File: src/rtl/iob_vexriscv_bus_bridge.sv
// Bridge from a VexRiscv cmd/rsp stream port to an IOb native master:
// an in-order command FIFO, a single-outstanding issue FSM and an optional timeout.
module iob_vexriscv_bus_bridge #(
  parameter int ADDR_W    = 32,
  parameter int DATA_W    = 32,
  parameter int CMD_DEPTH = 2,
  parameter int WRITE_RSP = 0,
  parameter int TIMEOUT   = 0
) (
  input  logic                clk,
  input  logic                rst,
  input  logic                cmd_valid,
  output logic                cmd_ready,
  input  logic                cmd_wr,
  input  logic [ADDR_W-1:0]   cmd_address,
  input  logic [DATA_W-1:0]   cmd_data,
  input  logic [DATA_W/8-1:0] cmd_mask,
  output logic                rsp_valid,
  output logic [DATA_W-1:0]   rsp_data,
  output logic                rsp_error,
  output logic                iob_valid,
  output logic [ADDR_W-1:0]   iob_address,
  output logic [DATA_W-1:0]   iob_wdata,
  output logic [DATA_W/8-1:0] iob_wstrb,
  input  logic                iob_ready,
  input  logic [DATA_W-1:0]   iob_rdata,
  output logic                busy,
  output logic                err_sticky,
  output logic [1:0]          fsm_state
);

  localparam int STRB_W = DATA_W / 8;
  localparam int PTR_W  = $clog2(CMD_DEPTH);
  localparam int CNT_W  = PTR_W + 1;
  localparam logic [CNT_W-1:0] FULL_CNT = CNT_W'(CMD_DEPTH);

  typedef enum logic [1:0] {
    IDLE  = 2'd0,
    REQ   = 2'd1,
    ABORT = 2'd2
  } state_t;

  state_t state, state_next;

  // Handshakes: a cmd beat transfers on a cycle where cmd_valid & cmd_ready;
  // an IOb request completes on the cycle iob_valid & iob_ready (single-cycle
  // pulse); rsp_valid is a one-cycle pulse that the master cannot stall.
  logic              fifo_wr   [CMD_DEPTH];
  logic [ADDR_W-1:0] fifo_addr [CMD_DEPTH];
  logic [DATA_W-1:0] fifo_data [CMD_DEPTH];
  logic [STRB_W-1:0] fifo_mask [CMD_DEPTH];

  logic [PTR_W-1:0] wr_ptr, rd_ptr;
  logic [CNT_W-1:0] count, count_next;
  logic             push, pop, timeout_hit, in_req;
  logic              head_wr;
  logic [ADDR_W-1:0] head_addr;
  logic [DATA_W-1:0] head_data;
  logic [STRB_W-1:0] head_mask;

  assign cmd_ready = (count != FULL_CNT);
  assign push      = cmd_valid & cmd_ready;
  assign in_req    = (state == REQ);
  assign pop       = in_req & (iob_ready | timeout_hit);
  assign busy      = (count != '0);
  assign fsm_state = state;

  assign head_wr   = fifo_wr[rd_ptr];
  assign head_addr = fifo_addr[rd_ptr];
  assign head_data = fifo_data[rd_ptr];
  assign head_mask = fifo_mask[rd_ptr];

  always_ff @(posedge clk) begin
    if (push) begin
      fifo_wr[wr_ptr]   <= cmd_wr;
      fifo_addr[wr_ptr] <= cmd_address;
      fifo_data[wr_ptr] <= cmd_data;
      fifo_mask[wr_ptr] <= cmd_mask;
    end
  end

  always_comb begin
    count_next = count;
    case ({push, pop})
      2'b10:   count_next = count + CNT_W'(1);
      2'b01:   count_next = count - CNT_W'(1);
      default: count_next = count;
    endcase
  end

  always_ff @(posedge clk) begin
    if (rst) begin
      wr_ptr <= '0;
      rd_ptr <= '0;
      count  <= '0;
    end else begin
      if (push) wr_ptr <= wr_ptr + PTR_W'(1);
      if (pop)  rd_ptr <= rd_ptr + PTR_W'(1);
      count <= count_next;
    end
  end

  generate
    if (TIMEOUT > 0) begin : g_timeout
      localparam int TO_W = (TIMEOUT > 1) ? $clog2(TIMEOUT) : 1;
      localparam logic [TO_W-1:0] TO_LAST = TO_W'(TIMEOUT - 1);
      logic [TO_W-1:0] to_cnt;

      always_ff @(posedge clk) begin
        if (rst || !in_req || pop) to_cnt <= '0;
        else if (!iob_ready)       to_cnt <= to_cnt + TO_W'(1);
      end

      assign timeout_hit = in_req & ~iob_ready & (to_cnt == TO_LAST);
    end else begin : g_no_timeout
      assign timeout_hit = 1'b0;
    end
  endgenerate

  always_ff @(posedge clk) begin
    if (rst) state <= IDLE;
    else     state <= state_next;
  end

  // count_next is used so a push into an empty FIFO is issued the very next cycle.
  always_comb begin
    state_next = state;
    case (state)
      IDLE:  if (count_next != '0) state_next = REQ;
      REQ: begin
        if (pop) begin
          if (timeout_hit)            state_next = ABORT;
          else if (count_next != '0)  state_next = REQ;
          else                        state_next = IDLE;
        end
      end
      ABORT: state_next = (count_next != '0) ? REQ : IDLE;
      default: state_next = IDLE;
    endcase
  end

  always_comb begin
    iob_valid   = in_req;
    iob_address = '0;
    iob_wdata   = '0;
    iob_wstrb   = '0;
    if (in_req) begin
      iob_address = head_addr;
      iob_wdata   = head_data;
      iob_wstrb   = head_wr ? head_mask : '0;
    end
  end

  always_ff @(posedge clk) begin
    if (rst) begin
      rsp_valid  <= 1'b0;
      rsp_data   <= '0;
      rsp_error  <= 1'b0;
      err_sticky <= 1'b0;
    end else begin
      rsp_valid <= 1'b0;
      rsp_data  <= '0;
      rsp_error <= 1'b0;
      if (pop && (!head_wr || WRITE_RSP != 0)) begin
        rsp_valid <= 1'b1;
        rsp_error <= timeout_hit;
        rsp_data  <= (!head_wr && !timeout_hit) ? iob_rdata : '0;
      end
      if (timeout_hit) err_sticky <= 1'b1;
    end
  end

endmodule

File: config.mk
export PLATFORM = sky130hd
export DESIGN_NAME = iob_vexriscv_bus_bridge
export DESIGN_NICKNAME = d
export VERILOG_FILES = /design/src/rtl/iob_vexriscv_bus_bridge.sv
export SDC_FILE = /design/constraint.sdc
export NUM_CORES = 1
export LEC_CHECK = 0
export BUFFER_PORTS_ARGS = -buffer_cell sky130_fd_sc_hd__buf_4
export CAP_MARGIN = 10
export CELL_PAD_IN_SITES_DETAIL_PLACEMENT = 0
export CELL_PAD_IN_SITES_GLOBAL_PLACEMENT = 2
export CORE_ASPECT_RATIO = 1.25
export CORE_MARGIN = 1.5
export CORE_UTILIZATION = 31
export DETAILED_ROUTE_END_ITERATION = 10
export HOLD_SLACK_MARGIN = 0.02
export PLACE_DENSITY_LB_ADDON = 0.1
export REMOVE_ABC_BUFFERS = 1
export SYNTH_ARGS = -nofsm -noshare
export SYNTH_HDL_FRONTEND = slang
export SYNTH_SLANG_ARGS = --single-unit
File: constraint.sdc
create_clock -name clk -period 2.5 [get_ports clk]
set_clock_uncertainty 0.05 [all_clocks]
set_input_delay 0.5 -clock clk [delete_from_list [all_inputs] [get_ports clk]]
set_output_delay 0.5 -clock clk [all_outputs]
set_load 0.05 [all_outputs]
==> results of run 1 <==
==> flip-flops by register name (all words and copies together) (netlist names), 2 cells and up, named ones only <==
register / flops
fifo_data: 64
rsp_data: 32
fifo_addr: 64
fifo_mask: 8
count: 2
fifo_wr: 2
==> area by class of cell <==
type | count | area (um2)
Fill cell | 1998 | 11800
Multi-Input combinational cell | 198 | 1510
Timing Repair Buffer | 218 | 1710
Inverter | 3 | 12.5
Tap cell | 274 | 343
Clock buffer | 20 | 447
Clock inverter | 12 | 81.3
Sequential cell | 177 | 4930
==> worst max path at each step <==
stage	startpoint	end	slack, ns	depth (start not counted)
floorplan	flip-flop	iob_wstrb[0]	-1.53	2
global placement	fsm_state[0]$_SDFFE_PP0P_	iob_wdata[3]	0.63	3
detailed placement	flip-flop	iob_wdata[3]	0.63	4
CTS	flip-flop	iob_wdata[3]	0.17	4
global route	fsm_state[0]$_SDFFE_PP0P_	iob_wdata[3]	0.14	3
finish	flip-flop	iob_wdata[3]	0.28	4
==> layer usage <==
layer | global-route usage, % | wire [um] | up-vias
met5 | 0 | 0 | -
met2 | 23.3 | 7540 | 146
met3 | 5.42 | 1230 | 12
met4 | 5.10 | 184 | 0
li1 | - | - | 1858
met1 | 13.7 | 5280 | 1836
==> cells by family (layout without fill, tap and decap cells) <==
kind of cell / after synthesis / after routing / share of synthesized area [%]
flip-flops: 177 / 177 / 75.0
AND/OR/NAND/NOR: 116 / 116 / 10.8
multiplexers: 64 / 64 / 9.76
buffers and inverters: 25 / 253 / 2.25
AO/OA/AOI/OAI: 11 / 11 / 1.49
XOR/XNOR: 3 / 3 / 0.400
adder cells (fa/ha/maj): 1 / 1 / 0.191
other: 1 / 3 / 0.0571
==> through the flow <==
| stage | utilization (%) | TNS, ns | worst slack, ns | instance area, um2 | hold slack [ns] |
|---|---|---|---|---|---|
| floorplan | - | -217.22 | -1.53 | 6440 | 0.422 |
| global placement | 40.8 | 0 | 0.628 | 8500 | 0.440 |
| detailed placement | 40.8 | 0 | 0.627 | 8500 | 0.448 |
| CTS | 43.4 | 0 | 0.168 | 9030 | 0.186 |
| global route | 43.4 | 0 | 0.135 | 9030 | 0.189 |
| finish | 43.4 | 0 | 0.283 | 9030 | 0.213 |
==> placed cells by master, fill, tap and decap left out, types with 2 or more instances in the layout <==
cell	n
a21oi_1	3
a32oi_1	3
and2_1	33
buf_12	6
buf_4	212
clkbuf_1	2
clkbuf_16	17
clkinv_2	5
conb_1	3
dfxtp_1	37
edfxtp_1	138
inv_1	2
inv_4	3
inv_6	3
mux2i_1	64
nand2_1	2
nand2b_1	2
nor2_1	3
nor2b_1	70
xor2_1	2
==> power breakdown <==
part | switching, mW | internal (mW) | leakage [nW]
Clock | 1.10 | 1.30 | 0.266
Combinational | 1.26 | 0.663 | 1.65
Sequential | 0.0745 | 3.43 | 1.61
Total | 2.43 | 5.39 | 3.52
==> results.sh, run 1 <==
export IMPL_ios=213
export IMPL_end_kind="output pin"
export IMPL_fin_crit_sh_pct=88.7
export IMPL_grt_use_total_pct=13.1
export IMPL_finalWirelength_mm=14.2
export IMPL_power_mw=7.82
export IMPL_syn_area_um2=6570
export IMPL_grt_pass1_wl_mm=21.8
export IMPL_drt_iter0_markers=132
export IMPL_clockBufferDepth=2
export IMPL_rsz0062_at_grt="false"
export IMPL_finish_net_count=721
export IMPL_place_port_buffers=209
export IMPL_grt_pass1_vias=4141
export IMPL_gp_congestion=0.713
export IMPL_holdPathStages=1
export IMPL_power_density_nw_per_um2=866
export IMPL_vias=3852
export IMPL_yosysUniqueCellTypes=30
export IMPL_antenna_found_initial=0
export IMPL_overflow=0
export IMPL_clk_latency_ns=0.42
export IMPL_synth_seq_cells=177
export IMPL_r2r_start="count[0]$_SDFF_PP0_"
export IMPL_layout_drive_gt1_share_pct=40.6
export IMPL_crit_slowest_cell="dfxtp_4"
export IMPL_core_um2=20800
export IMPL_syn_avg_cell_area_um2=16.5
export IMPL_post_cts_resized=0
export IMPL_wl_per_cell_um=15.8
export IMPL_startpoint_type="flip-flop"
export IMPL_min_delay_start="cmd_mask[0]"
export IMPL_viasPerCell=4.27
export IMPL_synth_top_cell_by_area="edfxtp_1"
export IMPL_seq_area_frac_synth_pct=75.0
export IMPL_setup_violations=0
export IMPL_synthMostInstantiatedCell="edfxtp_1"
export IMPL_drc=0
export IMPL_path_buf_inv=2
export IMPL_final_max_slew_viol_count=0
export IMPL_cp_slowest_stage_delay_ns=0.42
export IMPL_crit_type="flip-flop to output pin"
export IMPL_clk_pin_slew_ns=0.07
export IMPL_p_leak_nw=3.52
export IMPL_reg2reg_to="fifo_data[1][4]$_DFFE_PP_"
export IMPL_synth_async_reset_ratio_pct=0
export IMPL_synth_top_area_share_pct=63.1
export IMPL_place_hpwl_mm=9.73
export IMPL_start_util_pct=31.5
export IMPL_synth_commonest_cells="138 x edfxtp_1, 70 x nor2b_1, 64 x mux2i_1, 39 x dfxtp_1, 33 x and2_1"
export IMPL_min_to="fifo_mask[0][0]$_DFFE_PP_"
export IMPL_htreeDepth=4
export IMPL_regToRegSetupSlack_ns=0.73
export IMPL_status="finished clean"
export IMPL_synth_warnings=0
export IMPL_worst_ep_arrival_time_ns=1.67
export IMPL_antenna_cells=0
export IMPL_cap_violations=0
export IMPL_die_w_um=133
export IMPL_syn_to_final_growth_pct=37.5
export IMPL_cts_tree="done"
export IMPL_cts_hold_buffers=0
export IMPL_dp_cells=870
export IMPL_hold_viol_final=0
export IMPL_root_buffer="clkbuf_16"
export IMPL_hold_class="input port to flip-flop"
export IMPL_cp_required_ns=1.95
export IMPL_final_cells=902
export IMPL_synth_area_leaders="edfxtp_1 63%, dfxtp_1 12%, mux2i_1 9.8%"
export IMPL_crit_family="buffers and inverters"
export IMPL_grt_max_degree=64
export IMPL_ant_nets=0
export IMPL_synth_edff_count=138
export IMPL_die_h_um=166
export IMPL_num_rows=59
export IMPL_reg2reg_depth=3
export IMPL_fin_crit_ns=2.22
export IMPL_peakVddDrop_mv=0.420
export IMPL_worstPathCellList="buf_12 > mux2i_1 > nor2b_1 > buf_4"
export IMPL_cts_setup_buffers=0
export IMPL_cts_sinks=177
export IMPL_cts_buffers=17
export IMPL_dieArea_um2=22100
export IMPL_worstPathMaxFanout=35
export IMPL_synth_cells=398
export IMPL_synth_flop_cell="edfxtp_1"
export IMPL_fmax_mhz=451
export IMPL_drtPass1Iterations=4
(Power assumes the default switching activity.)
==> run 2, diff against run 1 <==
--- a/config.mk
+++ b/config.mk
@@ -11,7 +11,8 @@
 export CELL_PAD_IN_SITES_GLOBAL_PLACEMENT = 2
 export CORE_ASPECT_RATIO = 1.25
 export CORE_MARGIN = 1.5
-export CORE_UTILIZATION = 31
+export CORE_UTILIZATION = 36
+export CTS_BUF_LIST = sky130_fd_sc_hd__clkbuf_4
 export DETAILED_ROUTE_END_ITERATION = 10
 export HOLD_SLACK_MARGIN = 0.02
 export PLACE_DENSITY_LB_ADDON = 0.1
==> constraint.sdc (replaced) <==
create_clock -name clk -period 2.05 [get_ports clk]
set_clock_uncertainty 0.05 [all_clocks]
set_input_delay 0.41 -clock clk [delete_from_list [all_inputs] [get_ports clk]]
set_output_delay 0.41 -clock clk [all_outputs]
set_load 0.05 [all_outputs]
==> run 2 against run 1 <==
The run now ends with setup timing left. First-iteration DRC count increased by 72%. Clock power decreased by 21%. Non-clock buffer count increased by 115.
==> results.sh, run 2 (synthesis gave the netlist of run 1 again) <==
export IMPL_gr_usage_met1_pct=17.3
export IMPL_power_mw=9.04
export IMPL_vias=4330
export IMPL_drt_iter0_markers=227
export IMPL_hold_viol_final=0
export IMPL_fin_crit_ns=2.21
export IMPL_fmax_mhz=453
export IMPL_finish_net_count=836
export IMPL_wl_per_cell_um=15.8
export IMPL_overflow=0
export IMPL_final_cells=972
export IMPL_crit_path_end="iob_wdata[1]"
export IMPL_ant_nets=0
export IMPL_clk_pin_slew_ns=0.14
export IMPL_start_util_pct=36.6
export IMPL_end_kind="output pin"
export IMPL_layout_drive_gt1_share_pct=36.3
export IMPL_power_density_nw_per_um2=879
export IMPL_reg2reg_depth=5
export IMPL_viasPerCell=4.45
export IMPL_finalSetupTns_ns=-7.12
export IMPL_cts_tree="done"
export IMPL_clk_latency_ns=0.54
export IMPL_reg_top3="fifo_addr: 64 flops, fifo_data: 64 flops, rsp_data: 32 flops"
export IMPL_place_hpwl_mm=9.27
export IMPL_crit_type="flip-flop to output pin"
export IMPL_antenna_found_initial=1
export IMPL_root_buffer="clkbuf_4"
export IMPL_worst_ep_arrival_time_ns=1.75
export IMPL_p_leak_nw=4.00
export IMPL_worstPathMaxFanout=11
export IMPL_cap_violations=0
export IMPL_hold_class="input port to flip-flop"
export IMPL_cp_required_ns=1.59
export IMPL_cp_slowest_stage_delay_ns=0.40
export IMPL_dieArea_um2=19100
export IMPL_htreeDepth=4
export IMPL_final_common_cell="buf_4"
export IMPL_drtPass1Iterations=4
export IMPL_drc=0
export IMPL_dp_cells=824
export IMPL_place_port_buffers=209
export IMPL_top_usage_layer="met2"
export IMPL_cts_buffers=17
export IMPL_grt_use_total_pct=16.6
export IMPL_violations="setup timing"
export IMPL_status="finished, violations left"
export IMPL_die_h_um=154
export IMPL_cts_sinks=177
export IMPL_num_rows=55
export IMPL_grt_max_degree=52
export IMPL_crit_slowest_cell="dfxtp_4"
export IMPL_grt_pass1_wl_mm=23.6
export IMPL_rsz0062_at_grt="true"
export IMPL_use_met2_pct=30.1
export IMPL_clockBufferDepth=2
export IMPL_met3_usage_pct=6.75
export IMPL_fin_crit_sh_pct=108
export IMPL_setup_ws_ns=-0.156
export IMPL_worstPathCellList="buf_12 > buf_16 > mux2i_1 > nor2b_1 > buf_6"
export IMPL_r2r_start="count[0]$_SDFF_PP0_"
export IMPL_grt_pass1_vias=4707
export IMPL_finalWirelength_mm=15.4
export IMPL_peakVddDrop_mv=0.451
export IMPL_syn_to_final_growth_pct=56.7
export IMPL_startpoint_type="flip-flop"
export IMPL_final_max_slew_viol_count=0
export IMPL_regToRegSetupSlack_ns=0.37
export IMPL_setup_violations=68
export IMPL_reg2reg_to="count[1]$_SDFF_PP0_"
export IMPL_core_um2=18000
export IMPL_gp_congestion=0.697
export IMPL_die_w_um=124
export IMPL_final_cell_mix="146 x buf_4, 138 x edfxtp_1, 103 x dlygate4sd3_1"
export IMPL_ios=213
==> run 2: cell count changes in the layout (fill, tap and decap cells not counted), moves of 3 or more <==
cell	before	now
buf_16	0	5
buf_4	212	146
buf_6	0	69
clkbuf_16	17	2
clkbuf_4	0	18
clkinv_1	0	4
clkinv_2	5	0
clkinvlp_4	1	5
dlygate4sd3_1	0	103
inv_4	3	0
==> run 2: how the worst min path moves through the flow <==
stage / startpoint / end / slack [ns] / cells past startpoint
finish: cmd_valid / wr_ptr$_SDFFE_PP0P_ / 0.12 / 3
global route: cmd_valid / wr_ptr$_SDFFE_PP0P_ / 0.04 / 3
CTS: cmd_valid / wr_ptr$_SDFFE_PP0P_ / 0.05 / 3
detailed placement: rd_ptr$_SDFFE_PP0P_ / flip-flop / 0.44 / 2
global placement: rd_ptr$_SDFFE_PP0P_ / rd_ptr$_SDFFE_PP0P_ / 0.44 / 2
floorplan: rd_ptr$_SDFFE_PP0P_ / flip-flop / 0.42 / 2
==> run 2: timing repair <==
item / in CTS / in global routing
endpoints found under the setup margin: 68 / 68
hold buffers: 103 / 0
hold endpoints to repair: 176 / 0
gates cloned: 4 / 2
gates resized for setup: 70 / 10
buffers inserted: 6 / 0
==> run 2: per-stage QoR <==
stage,instance area [um2],hold WS [ns],util [%],setup WS [ns]
3_5_place_dp,8460,0.440,47.1,0.330
6_report,10300,0.125,57.3,-0.156
3_3_place_gp,8460,0.440,47.1,0.350
4_1_cts,10200,0.0489,56.7,-0.250
2_1_floorplan,6440,0.422,-,-1.89
5_1_grt,10300,0.0416,57.3,-0.289
==> run 2: cell type report <==
cell class	count	area, um2
diodes	1	2.50
well taps	228	285
flip-flops and latches	177	4930
multi-input cells	198	1530
clock buffers	18	135
clock inverters	14	139
fillers	1514	7680
repair buffers	333	3250
inverters	3	11.3
==> run 2: power by group <==
group | switching, mW | internal (mW) | total, mW
combinational | 1.67 | 1.21 | 2.88
sequential | 0.0833 | 4.17 | 4.26
clock | 1.17 | 0.731 | 1.90
total | 2.93 | 6.11 | 9.04
==> run 2: critical path, delay by kind of cell, from the launching register on <==
kind          cells  cell delay, ns
mux               1            0.12
simple gates      1            0.18
flops             1            0.40
buf+inv           3            0.49
==> run 2: layer usage <==
layer | share of wire (%) | up-vias
met5 | 0 | -
met4 | 0.80 | 0
met3 | 8.1 | 7
met2 | 54 | 157
met1 | 37 | 2082
li1 | - | 2084
==> run 3, diff against run 2 <==
--- a/config.mk
+++ b/config.mk
@@ -6,14 +6,13 @@
 export NUM_CORES = 1
 export LEC_CHECK = 0
 export BUFFER_PORTS_ARGS = -buffer_cell sky130_fd_sc_hd__buf_4
-export CAP_MARGIN = 10
 export CELL_PAD_IN_SITES_DETAIL_PLACEMENT = 0
 export CELL_PAD_IN_SITES_GLOBAL_PLACEMENT = 2
-export CORE_ASPECT_RATIO = 1.25
 export CORE_MARGIN = 1.5
 export CORE_UTILIZATION = 36
 export CTS_BUF_LIST = sky130_fd_sc_hd__clkbuf_4
 export DETAILED_ROUTE_END_ITERATION = 10
+export GPL_TIMING_DRIVEN = 1
 export HOLD_SLACK_MARGIN = 0.02
 export PLACE_DENSITY_LB_ADDON = 0.1
 export REMOVE_ABC_BUFFERS = 1
==> run 3 against run 2 <==
The flow still finishes with violations (setup timing). Die area barely moved. Clock power rose by 6%. Sequential cell count did not move. Clock-buffer cell count fell by 1. Critical path depth did not move. Maximum frequency fell by 1.7%. Critical endpoint is now iob_wdata[28].
==> results.sh, run 3 (synthesis gave the netlist of run 1 again) <==
export IMPL_startpoint_type="flip-flop"
export IMPL_end_kind="output pin"
export IMPL_final_max_slew_viol_count=0
export IMPL_setup_violations=68
export IMPL_core_um2=17900
export IMPL_syn_to_final_growth_pct=56.2
export IMPL_viasPerCell=4.43
export IMPL_drtPass1Iterations=6
export IMPL_worst_ep_arrival_time_ns=1.78
export IMPL_drt_iter0_markers=140
export IMPL_ios=213
export IMPL_overflow=0
export IMPL_grt_use_total_pct=16.1
export IMPL_final_common_cell="buf_4"
export IMPL_reg_top3="fifo_addr: 64 flops, fifo_data: 64 flops, rsp_data: 32 flops"
export IMPL_setup_ws_ns=-0.194
export IMPL_fill_cells=1479
export IMPL_antenna_found_initial=1
export IMPL_root_buffer="clkbuf_4"
export IMPL_wl_per_cell_um=15.7
export IMPL_cts_buffers=17
export IMPL_grt_pass1_vias=4606
export IMPL_grt_pass1_wl_mm=23.7
export IMPL_cp_required_ns=1.59
export IMPL_place_hpwl_mm=9.08
export IMPL_drc=0
export IMPL_die_h_um=138
export IMPL_peakVddDrop_mv=0.401
export IMPL_die_w_um=138
export IMPL_cts_sinks=177
export IMPL_vias=4286
export IMPL_place_port_buffers=209
export IMPL_gp_congestion=0.701
export IMPL_dp_slack_ns=0.369
export IMPL_finish_net_count=831
export IMPL_power_density_nw_per_um2=890
export IMPL_cap_violations=0
export IMPL_violations="setup timing"
export IMPL_ant_nets=0
export IMPL_final_cell_mix="144 x buf_4, 138 x edfxtp_1, 103 x dlygate4sd3_1"
export IMPL_status="finished, violations left"
export IMPL_layout_drive_gt1_share_pct=37.5
export IMPL_cts_tree="done"
export IMPL_fmax_mhz=446
export IMPL_clockBufferDepth=2
export IMPL_rsz0062_at_grt="true"
export IMPL_dieArea_um2=19100
export IMPL_clk_latency_ns=0.55
export IMPL_finalWirelength_mm=15.2
export IMPL_start_util_pct=36.7
export IMPL_fin_crit_ns=2.24
export IMPL_power_mw=9.13
export IMPL_grt_max_degree=70
export IMPL_hold_class="input port to flip-flop"
export IMPL_worstPathMaxFanout=7
export IMPL_crit_type="flip-flop to output pin"
export IMPL_hold_viol_final=0
export IMPL_htreeDepth=4
export IMPL_clk_pin_slew_ns=0.13
export IMPL_fin_crit_sh_pct=109
export IMPL_p_leak_nw=4.01
export IMPL_num_rows=49
==> run 3: cell count changes in the layout (fill, tap and decap cells not counted), moves of 2 or more <==
cell,delta
buf_12,-4
mux2i_1,-8
clkinv_1,-3
inv_2,+3
buf_4,-2
clkinv_2,+2
nor2b_2,+2
inv_4,+2
clkinvlp_4,-5
mux2i_2,+8
==> run 3: what timing repair did <==
action / CTS / global route
endpoints found under the hold margin: 176 / 0
endpoints found under the setup margin: 68 / 69
gates cloned: 3 / 3
gates resized for setup: 61 / 27
hold buffers: 103 / 0
setup buffers: 1 / 2
==> run 3: final timing paths <==
path,end,cells past startpoint,slack [ns],start
max,iob_wdata[28],5,-0.19,flip-flop
min reg2reg,flip-flop,2,0.50,rd_ptr$_SDFFE_PP0P_
max reg2reg,rsp_data[18]$_SDFF_PP0_,5,0.37,flip-flop
min,wr_ptr$_SDFFE_PP0P_,3,0.13,cmd_valid
==> run 3: through the flow <==
stage | hold slack (ns) | utilization, % | std cells | instance area [um2] | setup TNS, ns
3_5_place_dp | 0.459 | 47.0 | 823 | 8420 | 0
5_1_grt | 0.0497 | 57.3 | 968 | 10300 | -18.98
4_1_cts | 0.0576 | 56.2 | 962 | 10100 | -12.88
3_3_place_gp | 0.439 | 47.0 | 823 | 8420 | 0
2_1_floorplan | 0.422 | - | 378 | 6440 | -320.60
6_report | 0.128 | 57.3 | 968 | 10300 | -9.17
==> run 3: layout make-up <==
class / count / area [um2] / share of cell area (%)
diodes: 1 / 2.50 / 0.0244
clock buffers: 17 / 128 / 1.24
clock inverters: 15 / 163 / 1.59
inverters: 3 / 11.3 / 0.110
multi-input cells: 198 / 1550 / 15.1
flip-flops and latches: 177 / 4930 / 48.1
well taps: 229 / 287 / 2.79
repair buffers: 328 / 3180 / 31.0
==> run 3: metal layers <==
layer | part of all wire [%] | vias up | track usage (%)
met5 | 0 | - | 0
met1 | 41 | 2034 | 18.0
met3 | 7.0 | 18 | 5.78
met4 | 1.5 | 0 | 5.65
li1 | - | 2079 | -
met2 | 51 | 155 | 28.5
==> run 3: where the power goes <==
group	internal (mW)	switching [mW]	total (mW)
Clock	0.844	1.17	2.02
Combinational	1.19	1.65	2.83
Sequential	4.18	0.0983	4.28
Total	6.21	2.92	9.13
==> run 3: critical path: stages (launching register included) <==
cell and delay [ns]:
dfxtp_4 0.52, buf_12 0.16, buf_16 0.13, mux2i_2 0.20, nor2b_1 0.08, buf_6 0.15
